<file path="config.mk">
export PLATFORM = sky130hd
export DESIGN_NAME = seg_page_scheduler
export DESIGN_NICKNAME = d
export VERILOG_FILES = /design/src/rtl/seg_pkg.sv /design/src/rtl/rr_pick.sv /design/src/rtl/seg_page_scheduler.sv
export SDC_FILE = /design/constraint.sdc
export NUM_CORES = 1
export LEC_CHECK = 0
export ABC_AREA = 1
export CAP_MARGIN = 20
export CORE_MARGIN = 2
export CORE_UTILIZATION = 40
export CTS_CLUSTER_DIAMETER = 40
export DETAILED_ROUTE_END_ITERATION = 12
export GPL_TIMING_DRIVEN = 0
export PLACE_DENSITY = 0.6
export REMOVE_ABC_BUFFERS = 1
export SYNTH_ARGS = -nofsm -noshare
export SYNTH_HDL_FRONTEND = slang
export SYNTH_SLANG_ARGS = --single-unit
</file>
<file path="constraint.sdc">
create_clock -name clk -period 3.7 [get_ports clk]
set_clock_uncertainty 0.15 [all_clocks]
set_input_delay 0.74 -clock clk [delete_from_list [all_inputs] [get_ports clk]]
set_output_delay 0.74 -clock clk [all_outputs]
set_load 0.02 [all_outputs]
</file>
<file path="src/rtl/seg_pkg.sv">
// rtl/seg_pkg.sv - shared state encoding and timing defaults for the page scheduler
package seg_pkg;

    typedef enum logic [1:0] {
        IDLE    = 2'd0,
        ADVANCE = 2'd1,
        SHOW    = 2'd2
    } state_t;

    // One second of dwell at the board's 12 MHz clock
    localparam int DWELL_CYC_DEFAULT = 12_000_000;

endpackage

</file>
<file path="src/rtl/rr_pick.sv">
// rtl/rr_pick.sv - combinational rotating-priority finder: first valid index at or after start
module rr_pick #(
    parameter int N = 4,
    parameter int W = (N > 1) ? $clog2(N) : 1
) (
    input  logic [N-1:0] valid,
    input  logic [W-1:0] start,
    output logic [W-1:0] pick,
    output logic         found
);

    int idx;

    // Walk from the farthest candidate back to start so the nearest valid one wins
    always_comb begin
        pick  = '0;
        found = 1'b0;
        idx   = 0;
        for (int i = N - 1; i >= 0; i--) begin
            idx = (int'(start) + i) % N;
            if (valid[idx[W-1:0]]) begin
                pick  = idx[W-1:0];
                found = 1'b1;
            end
        end
    end

endmodule

</file>
<file path="src/rtl/seg_page_scheduler.sv">
// rtl/seg_page_scheduler.sv - round-robin pager sharing a two-digit display among sources
module seg_page_scheduler
    import seg_pkg::*;
#(
    parameter int NUM_SRC   = 4,
    parameter int DWELL_CYC = DWELL_CYC_DEFAULT,
    parameter int IDX_W     = $clog2(NUM_SRC)
) (
    input  logic                 clk,
    input  logic                 rst,
    input  logic [NUM_SRC-1:0]   src_valid,
    input  logic [8*NUM_SRC-1:0] src_data,
    input  logic                 hold,
    input  logic                 next_req,
    output logic [3:0]           seg_data_1,
    output logic [3:0]           seg_data_2,
    output logic                 blank,
    output logic                 dp_2,
    output logic [IDX_W-1:0]     cur_src,
    output logic                 page_tick
);

    localparam int               CNT_W    = (DWELL_CYC > 1) ? $clog2(DWELL_CYC) : 1;
    localparam logic [CNT_W-1:0] CNT_LAST = CNT_W'(DWELL_CYC - 1);
    localparam logic [IDX_W-1:0] IDX_LAST = IDX_W'(NUM_SRC - 1);

    state_t           state;
    state_t           state_nxt;
    logic [CNT_W-1:0] dwell_cnt;
    logic [7:0]       src_byte [NUM_SRC];
    logic [IDX_W-1:0] search_start;
    logic [IDX_W-1:0] pick;
    logic             found;
    logic             dwell_done;

    for (genvar i = 0; i < NUM_SRC; i++) begin : g_src_byte
        assign src_byte[i] = src_data[8*i +: 8];
    end

    // Search begins just past the current page so the current source is checked last
    assign search_start = (cur_src == IDX_LAST) ? '0 : cur_src + 1'b1;
    assign dwell_done   = !hold && (dwell_cnt == CNT_LAST);

    rr_pick #(
        .N (NUM_SRC),
        .W (IDX_W)
    ) u_rr_pick (
        .valid (src_valid),
        .start (search_start),
        .pick  (pick),
        .found (found)
    );

    always_ff @(posedge clk or posedge rst) begin
        if (rst) begin
            state <= IDLE;
        end else begin
            state <= state_nxt;
        end
    end

    always_comb begin
        state_nxt = state;
        case (state)
            IDLE:    if (|src_valid) state_nxt = ADVANCE;
            ADVANCE: state_nxt = found ? SHOW : IDLE;
            SHOW:    if (!src_valid[cur_src] || next_req || dwell_done) state_nxt = ADVANCE;
            default: state_nxt = IDLE;
        endcase
    end

    always_ff @(posedge clk or posedge rst) begin
        if (rst) begin
            cur_src    <= IDX_LAST;
            seg_data_1 <= 4'h0;
            seg_data_2 <= 4'h0;
            blank      <= 1'b1;
            dp_2       <= 1'b0;
            page_tick  <= 1'b0;
            dwell_cnt  <= '0;
        end else begin
            dp_2      <= hold;
            page_tick <= 1'b0;
            case (state)
                IDLE: begin
                    blank      <= 1'b1;
                    seg_data_1 <= 4'h0;
                    seg_data_2 <= 4'h0;
                end
                ADVANCE: begin
                    if (found) begin
                        cur_src    <= pick;
                        seg_data_1 <= src_byte[pick][7:4];
                        seg_data_2 <= src_byte[pick][3:0];
                        blank      <= 1'b0;
                        dwell_cnt  <= '0;
                        page_tick  <= 1'b1;
                    end else begin
                        blank      <= 1'b1;
                        seg_data_1 <= 4'h0;
                        seg_data_2 <= 4'h0;
                    end
                end
                SHOW: begin
                    seg_data_1 <= src_byte[cur_src][7:4];
                    seg_data_2 <= src_byte[cur_src][3:0];
                    // Stop counting on the exit edge so the count never passes DWELL_CYC-1
                    if (state_nxt == SHOW && !hold) dwell_cnt <= dwell_cnt + 1'b1;
                end
                default: ;
            endcase
        end
    end

endmodule

</file>
==> impl_metrics.env, run 1 <==
export IMPL_outcome="finished clean"
export IMPL_clockBufferDepth=2
export IMPL_grtUsageTotal_pct=21.1
export IMPL_ant_nets=0
export IMPL_cp_startpoint="state[0]"
export IMPL_cp_start_kind="flop"
export IMPL_yosysMostFrequentCell="nand2_1"
export IMPL_reg2reg_depth=10
export IMPL_cts_tree="done"
export IMPL_setup_viol=0
export IMPL_synth_ff_type="dfrtp_1"
export IMPL_synth_edff_count=0
export IMPL_core_area_um2=7770
export IMPL_hold_buffers=0
export IMPL_ir_drop_mv=0.400
export IMPL_min_period_over_period_pct=85.2
export IMPL_crit_path_end="dwell_cnt[12]"
export IMPL_worstSetupEndpointType="flop"
export IMPL_drt_pre_antenna_iters=4
export IMPL_rsz0062_at_grt="no"
export IMPL_finalHoldViolCount=0
export IMPL_die_w_um=93.7
export IMPL_via_per_inst=5.09
export IMPL_r2r_end="dwell_cnt[12]"
export IMPL_ys_seq_area_share_pct=30.5
export IMPL_synthTopCellsByArea="dfrtp_1, nand2_1, nand3_1"
export IMPL_yosys_warnings=0
export IMPL_dieArea_um2=8770
export IMPL_postCtsSetupBuffers=0
export IMPL_drive_gt1_share_pct=6.57
export IMPL_async_flop_share_pct=100
export IMPL_slew_viol_final=0
export IMPL_vias=3308
export IMPL_criticalPathCategory="reg -> reg"
export IMPL_synthDominantCellAreaShare_pct=28.0
export IMPL_syn_to_final_growth_pct=20.5
export IMPL_slowest_delay_ns=0.50
export IMPL_initial_utilization_pct=41.4
export IMPL_worstReg2RegStart="state[0]"
export IMPL_worstPathArrival_ns=3.19
export IMPL_grt_pass1_wl_um=15000
export IMPL_htreeDepth=2
export IMPL_gr_total_overflow=0
export IMPL_synth_distinct_cells=32
export IMPL_cap_violations=0
export IMPL_cellPowerDensity_nw_per_um2=684
export IMPL_fin_nets=593
export IMPL_fin_util_pct=49.9
export IMPL_n_antenna_cell=0
export IMPL_gp_routability_congestion=0.910
export IMPL_hold_class="reg -> reg"
export IMPL_required_ns=3.74
export IMPL_cts_resized_gates=0
export IMPL_numCtsBuffers=5
export IMPL_worst_slew_pin_slew_ns=0.985
export IMPL_route_detailed_drc=0
export IMPL_p_total_mw=2.65
export IMPL_hpwlAfterDp_um=6440
export IMPL_antenna_found_initial=0
export IMPL_min_period_ns=3.15
export IMPL_critical_path_buf_inv_count=2
export IMPL_routedWlPerCell_um=13.6
export IMPL_grt_pass1_vias=3151
export IMPL_slew_headroom_pct=34.2
export IMPL_rrSetupSlack_ns=0.55
export IMPL_port_buffers=52
export IMPL_cp_max_fo=25
export IMPL_clkTransAtPathRegs_ns=0.08
export IMPL_synth_seq_cells=39
export IMPL_rows=32
export IMPL_cts_sinks=39
export IMPL_wirelength_um=8830
export IMPL_syn_area_per_cell_um2=6.37
export IMPL_cts_root_buf="clkbuf_8"
export IMPL_dr_first_iter_drc_count=201
export IMPL_grt_max_degree=40
export IMPL_yosys_top_cells_count="nand2_1, nand3_1, nor2_1, inv_1, dfrtp_1"
export IMPL_fmaxAchievable_mhz=317
export IMPL_cp_slowest_cell="inv_1"
export IMPL_path_depth=10
export IMPL_synth_cell_area_um2=3220
export IMPL_yosys_area_top_type="dfrtp_1"
export IMPL_totalNegativeSetupSlack_ns=0
export IMPL_cp_cell_sequence="inv_1 > ha_1 > inv_1 > or2_2 > nor2_1 > nand3_2 > nand2_4 > nand2_4 > nand2_1 > nand2_1"
export IMPL_p_leak_nw=1.79
export IMPL_ios=53
export IMPL_clk_latency_ns=0.30
export IMPL_crit_family="simple AND/OR/NAND/NOR gates"
export IMPL_syn_instance_count=505
export IMPL_die_h_um=93.7
tightest hold or removal path, stage by stage, from the launching register on:
cell	delay (ns)
dfrtp_1	0.34
nand2_1	0.06
nand2_1	0.05
sequential cells by signal, summed over array words and instances, names as in the netlist:
name / cells
cur_src: 2
dp_2: 1
seg_data_2: 4
state: 2
seg_data_1: 4
blank: 1
dwell_cnt: 24
page_tick: 1
logic make-up after synthesis:
family          after synthesis  share of synthesized area [%]
buf+inv                      62                           8.60
xor+xnor                     18                           4.90
fa+ha+maj                     6                           2.33
simple gates                331                           45.9
compound gates               49                           7.78
flops                        39                           30.5
placed cells by master (no fill, tap or decap), types with 4 or more instances in the layout:
cell	instances
ha_1	6
o21ai_0	19
a21oi_1	15
inv_2	8
nand4_1	11
clkdlybuf4s50_1	52
nand3_1	56
nand2_1	176
nand2_4	4
xor2_1	15
nor3_1	10
clkbuf_8	6
nor4_1	4
inv_1	36
nor2_2	4
o21ai_1	12
nor2_1	53
dfrtp_1	36
routing by layer:
metal / GRT usage (%) / up-vias / share of wire (%)
met5: 0 / - / 0
met4: 3.74 / 0 / 0.50
met3: 3.29 / 5 / 4.6
met2: 33.5 / 84 / 44
met1: 30.9 / 1511 / 50
li1: - / 1708 / -
final cells by class:
class / count / area (um^2)
Tap cell: 102 / 128
Clock buffer: 6 / 82.6
Fill cell: 839 / 3890
Inverter: 45 / 169
Multi-Input combinational cell: 404 / 1960
Clock inverter: 2 / 35.0
Sequential cell: 39 / 980
Timing Repair Buffer: 52 / 520
report_power, final:
part	switching, mW	total [mW]	internal (mW)
clock network	0.157	0.376	0.218
logic	1.14	1.69	0.548
registers	0.0877	0.589	0.501
total	1.38	2.65	1.27
how the worst min path moves through the flow:
stage | cells past startpoint | end | start
floorplan | 2 | dwell_cnt[6] | dwell_cnt[6]
global route | 2 | seg_data_1[1] | seg_data_1[1]
global placement | 2 | seg_data_1[0] | seg_data_1[0]
finish | 2 | seg_data_1[1] | seg_data_1[1]
CTS | 2 | seg_data_1[1] | seg_data_1[1]
detailed placement | 2 | seg_data_1[1] | seg_data_1[1]
metrics by stage:
step / instance area (um^2) / hold WS, ns / setup slack [ns] / instances
2_1_floorplan: 3110 / 0.314 / 1.28 / 488
3_3_place_gp: 3760 / 0.315 / 0.545 / 642
3_5_place_dp: 3760 / 0.316 / 0.479 / 642
4_1_cts: 3870 / 0.336 / 0.449 / 650
5_1_grt: 3870 / 0.350 / 0.246 / 650
6_report: 3870 / 0.331 / 0.547 / 650
No activity file was read; power rests on OpenSTA's default activity.
==> run 2: changes to the inputs <==
ABC_AREA = unset   (was 1)
PLACE_DENSITY = 0.64   (was 0.6)
clock period = 2.7 ns   (was 3.7 ns; I/O delays follow)
==> run 2 against run 1 <==
Area after synthesis fell by 15%. Critical endpoint is now dwell_cnt[15]. Die area fell by 14%. Clock power rose by 4%. Cell area fell by 7.0%. Non-clock buffer count rose by 14. Core utilization rose by 3.7 points. Highest routed layer unchanged. Routed wire length fell by 17%. Combinational power rose by 8%. Critical path depth fell by 3.
==> impl_metrics.env, run 2 <==
export IMPL_outcome="finished clean"
export IMPL_worstSetupEndpointType="flop"
export IMPL_vias=2529
export IMPL_slew_headroom_pct=43.8
export IMPL_grt_pass1_vias=2486
export IMPL_rrSetupSlack_ns=0.14
export IMPL_synth_compound_area_share_pct=19.5
export IMPL_worstPathArrival_ns=2.73
export IMPL_criticalPathCategory="in -> reg"
export IMPL_rsz0062_at_grt="no"
export IMPL_synth_top_family_by_area="simple AND/OR/NAND/NOR gates"
export IMPL_cp_slowest_cell="or4_1"
export IMPL_slew_viol_final=0
export IMPL_cap_violations=0
export IMPL_critPathMostFrequentCell="or4_1"
export IMPL_largestRegisters="dwell_cnt x24, seg_data_1 x4, seg_data_2 x4"
export IMPL_required_ns=2.78
export IMPL_grtUsageTotal_pct=20.4
export IMPL_syn_area_per_cell_um2=9.57
export IMPL_p_total_mw=3.10
export IMPL_numCtsBuffers=5
export IMPL_min_period_over_period_pct=97.9
export IMPL_place_area_um2=3310
export IMPL_hpwlAfterDp_um=4970
export IMPL_initial_utilization_pct=40.9
export IMPL_via_per_inst=5.92
export IMPL_synth_edff_count=0
export IMPL_min_period_ns=2.64
export IMPL_port_buffers=52
export IMPL_finalHoldViolCount=0
export IMPL_synthAdderAreaFrac_pct=2.73
export IMPL_syn_instance_count=287
export IMPL_clk_latency_ns=0.29
export IMPL_hold_buffers=0
export IMPL_yosysMostFrequentCell="dfrtp_1"
export IMPL_fin_util_pct=53.6
export IMPL_yosys_top_cells_count="dfrtp_1, nand2_1, a21oi_1, nor2_1, mux2i_1"
export IMPL_synthSimpleGateAreaFrac_pct=23.7
export IMPL_routedWlPerCell_um=17.2
export IMPL_worst_slew_pin_slew_ns=0.842
export IMPL_ant_nets=0
export IMPL_cp_start_kind="input port"
export IMPL_grt_max_degree=40
export IMPL_ir_drop_mv=0.492
export IMPL_cts_root_buf="clkbuf_8"
export IMPL_dieArea_um2=7540
export IMPL_layout_common_cells="clkdlybuf4s50_1, dfrtp_1, nand2_1"
export IMPL_yosys_warnings=0
export IMPL_core_area_um2=6720
export IMPL_p_comb_share_pct=59.2
export IMPL_fmaxAchievable_mhz=378
export IMPL_clockBufferDepth=2
export IMPL_largest_reg_flops=24
export IMPL_cp_startpoint="src_valid[0]"
export IMPL_cts_tree="done"
export IMPL_fin_nets=392
export IMPL_gr_total_overflow=0
export IMPL_antenna_found_initial=0
export IMPL_die_h_um=86.9
export IMPL_route_detailed_drc=0
export IMPL_p_clk_share_pct=12.6
export IMPL_synth_ff_type="dfrtp_1"
export IMPL_hold_class="reg -> reg"
export IMPL_die_w_um=86.9
export IMPL_p_sw_share_pct=42.6
export IMPL_mostFrequentLayoutCell="clkdlybuf4s50_1"
export IMPL_regMostFlops="dwell_cnt"
export IMPL_r2r_end="dwell_cnt[15]"
export IMPL_wirelength_um=7350
export IMPL_synthTopCellsByArea="dfrtp_1, mux4_2, a21oi_1"
export IMPL_ios=53
export IMPL_grt_pass1_wl_um=12200
export IMPL_cellPowerDensity_nw_per_um2=860
export IMPL_synth_seq_cells=39
export IMPL_htreeDepth=2
export IMPL_dp_cells=406
export IMPL_seqPwrFrac_pct=28.2
export IMPL_internal_power_mw=1.78
export IMPL_synthDominantCellAreaShare_pct=32.8
export IMPL_worstReg2RegStart="state[0]"
export IMPL_drt_pre_antenna_iters=4
export IMPL_syn_to_final_growth_pct=31.1
export IMPL_crit_path_end="dwell_cnt[15]"
export IMPL_muxShareOfSynthArea_pct=13.7
export IMPL_async_flop_share_pct=100
export IMPL_drive_gt1_share_pct=18.4
export IMPL_clkTransAtPathRegs_ns=0.08
export IMPL_p_leak_nw=1.44
export IMPL_synthXorXnorAreaFrac_pct=1.59
export IMPL_dr_first_iter_drc_count=157
export IMPL_reg2reg_depth=8
export IMPL_design_area_um2=3600
export IMPL_synth_distinct_cells=58
export IMPL_rows=30
export IMPL_slowest_delay_ns=0.62
export IMPL_cp_cell_sequence="dlygate4sd2_1 > or4_1 > nor3_4 > o31a_2 > nand2_2 > or4_1 > nand3_1"
export IMPL_gp_routability_congestion=0.811
export IMPL_cp_max_fo=7
export IMPL_ys_seq_area_share_pct=35.7
export IMPL_final_cells=427
export IMPL_totalNegativeSetupSlack_ns=0
export IMPL_cts_sinks=39
export IMPL_n_antenna_cell=0
export IMPL_yosys_area_top_type="dfrtp_1"
export IMPL_synth_cell_area_um2=2750
export IMPL_setup_viol=0
export IMPL_p_switching_mw=1.32
==> run 2: layout make-up <==
class	count	area, um^2
fill	585	3120
multi-input combinational	229	1780
sequential	39	987
timing repair buffer	66	633
tap	80	100
clock buffer	8	80.1
inverter	5	22.5
==> run 2: routing by layer <==
layer,global-route usage (%),share of wire [%],vias up
li1,-,-,1217
met1,26.9,45,1220
met2,32.8,48,90
met3,5.88,7.1,2
met4,5.54,0.35,0
met5,0,0,-
==> run 2: repair_timing <==
action,CTS,global route
endpoints found under the setup margin,33,29
resized for setup,16,7
setup buffers,8,5
pin swaps,4,2
==> run 2: metrics by stage <==
step	hold slack [ns]	setup WS (ns)
CTS	0.377	0.0220
global route	0.409	0.0130
detailed placement	0.364	-0.950
finish	0.375	0.0558
global placement	0.358	-0.821
floorplan	0.330	-0.333
==> run 2: worst min path at each step <==
stage | from | end | slack [ns] | cells after the start
floorplan | dwell_cnt[1] | dwell_cnt[1] | 0.33 | 2
CTS | dwell_cnt[0] | dwell_cnt[0] | 0.38 | 1
finish | dwell_cnt[3] | dwell_cnt[3] | 0.38 | 1
global placement | dwell_cnt[3] | dwell_cnt[3] | 0.36 | 1
detailed placement | dwell_cnt[0] | dwell_cnt[0] | 0.36 | 1
global route | dwell_cnt[3] | dwell_cnt[3] | 0.41 | 1
==> run 2: power by group through the flow <==
| stage | clock network (mW) | registers (mW) | logic [mW] |
|---|---|---|---|
| after floorplan | 0 | 0.924 | 1.01 |
| after global placement | 0 | 0.895 | 1.48 |
| after detailed placement | 0 | 0.900 | 1.52 |
| after CTS | 0.398 | 0.902 | 1.69 |
| after global routing | 0.428 | 0.894 | 1.98 |
| final | 0.391 | 0.873 | 1.83 |
==> run 2: cells by family after synthesis <==
group / count (synthesis)
XOR/XNOR: 5
multiplexers: 26
AND/OR/NAND/NOR: 121
buffers and inverters: 19
adder cells (fa/ha/maj): 6
flip-flops: 39
AO/OA/AOI/OAI: 71
==> run 2: worst max-delay path, delay by kind of cell <==
kind	cells	cell delay (ns)
AND/OR/NAND/NOR	5	1.62
buffers and inverters	1	0.33
AO/OA/AOI/OAI	1	0.23
==> run 3: changes to the inputs <==
PLACE_DENSITY = 0.61   (was 0.64)
clock period = 2.6 ns   (was 2.7 ns; I/O delays follow)
==> run 3 against run 2 <==
Register-to-register slack worse by 0.07 ns. Cell area up 1.3%. Critical path depth unchanged. Hold slack got worse by 0.066 ns. Largest power group unchanged. Global-route usage down 0.30 points.
==> impl_metrics.env, run 3 (synthesized netlist as in run 2, its figures left out) <==
export IMPL_clockBufferDepth=2
export IMPL_htreeDepth=2
export IMPL_largestRegisters="dwell_cnt x24, seg_data_1 x4, seg_data_2 x4"
export IMPL_dieArea_um2=7540
export IMPL_hold_class="in -> reg"
export IMPL_clkTransAtPathRegs_ns=0.08
export IMPL_dp_cells=405
export IMPL_cts_root_buf="clkbuf_8"
export IMPL_syn_to_final_growth_pct=32.8
export IMPL_rows=30
export IMPL_worstPathArrival_ns=2.62
export IMPL_rsz0062_at_grt="yes"
export IMPL_vias=2550
export IMPL_cellPowerDensity_nw_per_um2=890
export IMPL_drive_gt1_share_pct=20.1
export IMPL_wirelength_um=7420
export IMPL_largest_reg_flops=24
export IMPL_hold_end="dp_2"
export IMPL_outcome="finished clean"
export IMPL_setup_viol=0
export IMPL_die_h_um=86.9
export IMPL_ir_drop_mv=0.675
export IMPL_antenna_found_initial=0
export IMPL_worstReg2RegStart="state[1]"
export IMPL_fin_nets=394
export IMPL_finalHoldViolCount=0
export IMPL_final_cells=429
export IMPL_fin_util_pct=54.3
export IMPL_cp_max_fo=7
export IMPL_regMostFlops="dwell_cnt"
export IMPL_grt_pass1_vias=2471
export IMPL_initial_utilization_pct=40.9
export IMPL_ant_nets=0
export IMPL_ios=53
export IMPL_clk_latency_ns=0.29
export IMPL_reg2reg_depth=8
export IMPL_worstSetupEndpointType="flop"
export IMPL_dr_first_iter_drc_count=151
export IMPL_min_period_ns=2.56
export IMPL_grtUsageTotal_pct=20.1
export IMPL_grt_max_degree=40
export IMPL_required_ns=2.67
export IMPL_route_detailed_drc=0
export IMPL_gr_total_overflow=0
export IMPL_worst_slew_pin_slew_ns=0.845
export IMPL_hpwlAfterDp_um=4920
export IMPL_cp_start_kind="input port"
export IMPL_slowest_delay_ns=0.59
export IMPL_cap_violations=0
export IMPL_drt_pre_antenna_iters=4
export IMPL_core_area_um2=6720
export IMPL_rrSetupSlack_ns=0.07
export IMPL_r2r_end="dwell_cnt[22]"
export IMPL_cp_slowest_cell="or4_4"
export IMPL_routedWlPerCell_um=17.3
export IMPL_die_w_um=86.9
export IMPL_numCtsBuffers=5
export IMPL_cts_tree="done"
export IMPL_mostFrequentLayoutCell="clkdlybuf4s50_1"
export IMPL_p_leak_nw=1.46
export IMPL_cts_sinks=39
export IMPL_slew_viol_final=0
export IMPL_fmaxAchievable_mhz=391
export IMPL_n_antenna_cell=0
export IMPL_min_period_over_period_pct=98.3
export IMPL_cp_cell_sequence="dlygate4sd2_1 > or4_4 > nor3_4 > o31a_4 > nand3_2 > or4_1 > a21oi_1"
export IMPL_via_per_inst=5.94
export IMPL_grt_pass1_wl_um=12100
export IMPL_hold_depth=1
export IMPL_slew_headroom_pct=43.6
export IMPL_port_buffers=52
export IMPL_layout_common_cells="clkdlybuf4s50_1, dfrtp_1, nand2_1"
export IMPL_gp_routability_congestion=0.814
export IMPL_criticalPathCategory="in -> reg"
export IMPL_hp_start="hold"
run 3: cell count changes in the layout (fill, tap and decap cells not counted), sizes merged:
cell / change
buf: +2
clkdlybuf4s50: -1
dlymetal6s2s: +1
dlygate4sd2: -2
clkbuf: +1
clkdlybuf4s15: +1
run 3: repair_timing:
action                                 4_1_cts  5_1_grt
hold buffers                                 0        0
endpoints found under the hold margin        0        0
setup endpoints to repair                   35       29
cloned                                       0        0
pin swaps                                    4        2
gates resized for setup                     20       11
setup buffers                               13        3
run 3: power by group:
group / internal (mW) / switching, mW / total (mW)
sequential: 0.744 / 0.135 / 0.879
clock: 0.191 / 0.216 / 0.407
combinational: 0.952 / 1.01 / 1.96
total: 1.89 / 1.36 / 3.25
run 3: cell type report:
class                      instances  area (um^2)
fill                             616         3070
multi-input combinational        229         1790
sequential                        39          988
timing repair buffer              68          664
tap                               80          100
clock buffer                       8         80.1
inverter                           5         22.5
run 3: worst max-delay path by stage:
stage	start	to	slack [ns]	depth (start not counted)
after global routing	src_valid[0]	dwell_cnt[22]	-0.02	7
final	src_valid[0]	dwell_cnt[22]	0.04	7
after global placement	state[0]	dwell_cnt[15]	-0.98	8
after detailed placement	state[0]	dwell_cnt[15]	-0.98	8
after CTS	dwell_cnt[0]	dwell_cnt[17]	-0.002	7
after floorplan	cur_src[0]	seg_data_1[0]	-0.43	7
run 3: layer usage:
metal	up-vias	share of wire, %	GRT usage (%)	wire [um]
met4	0	0.94	4.69	70
met1	1244	44	26.1	3280
met3	7	5.7	4.45	421
met2	79	49	34.1	3650
met5	-	0	0	0
li1	1220	-	-	-
run 3: critical path: cells and delay by family:
family                 cells  cell delay (ns)
buffers and inverters      1             0.34
AOI/OAI and AO/OA          2             0.35
and+or+nand+nor            4             1.41
run 3: stage by stage:
stage	total power, mW	hold slack [ns]	setup WS, ns	area, um^2	TNS, ns
after floorplan	2.01	0.330	-0.433	2680	-4.23
after global placement	2.47	0.360	-0.977	3300	-24.64
after detailed placement	2.49	0.356	-0.985	3310	-22.47
after CTS	3.17	0.367	-0.00240	3580	-0.00240
after global routing	3.46	0.305	-0.0243	3650	-0.0465
final	3.25	0.309	0.0432	3650	0
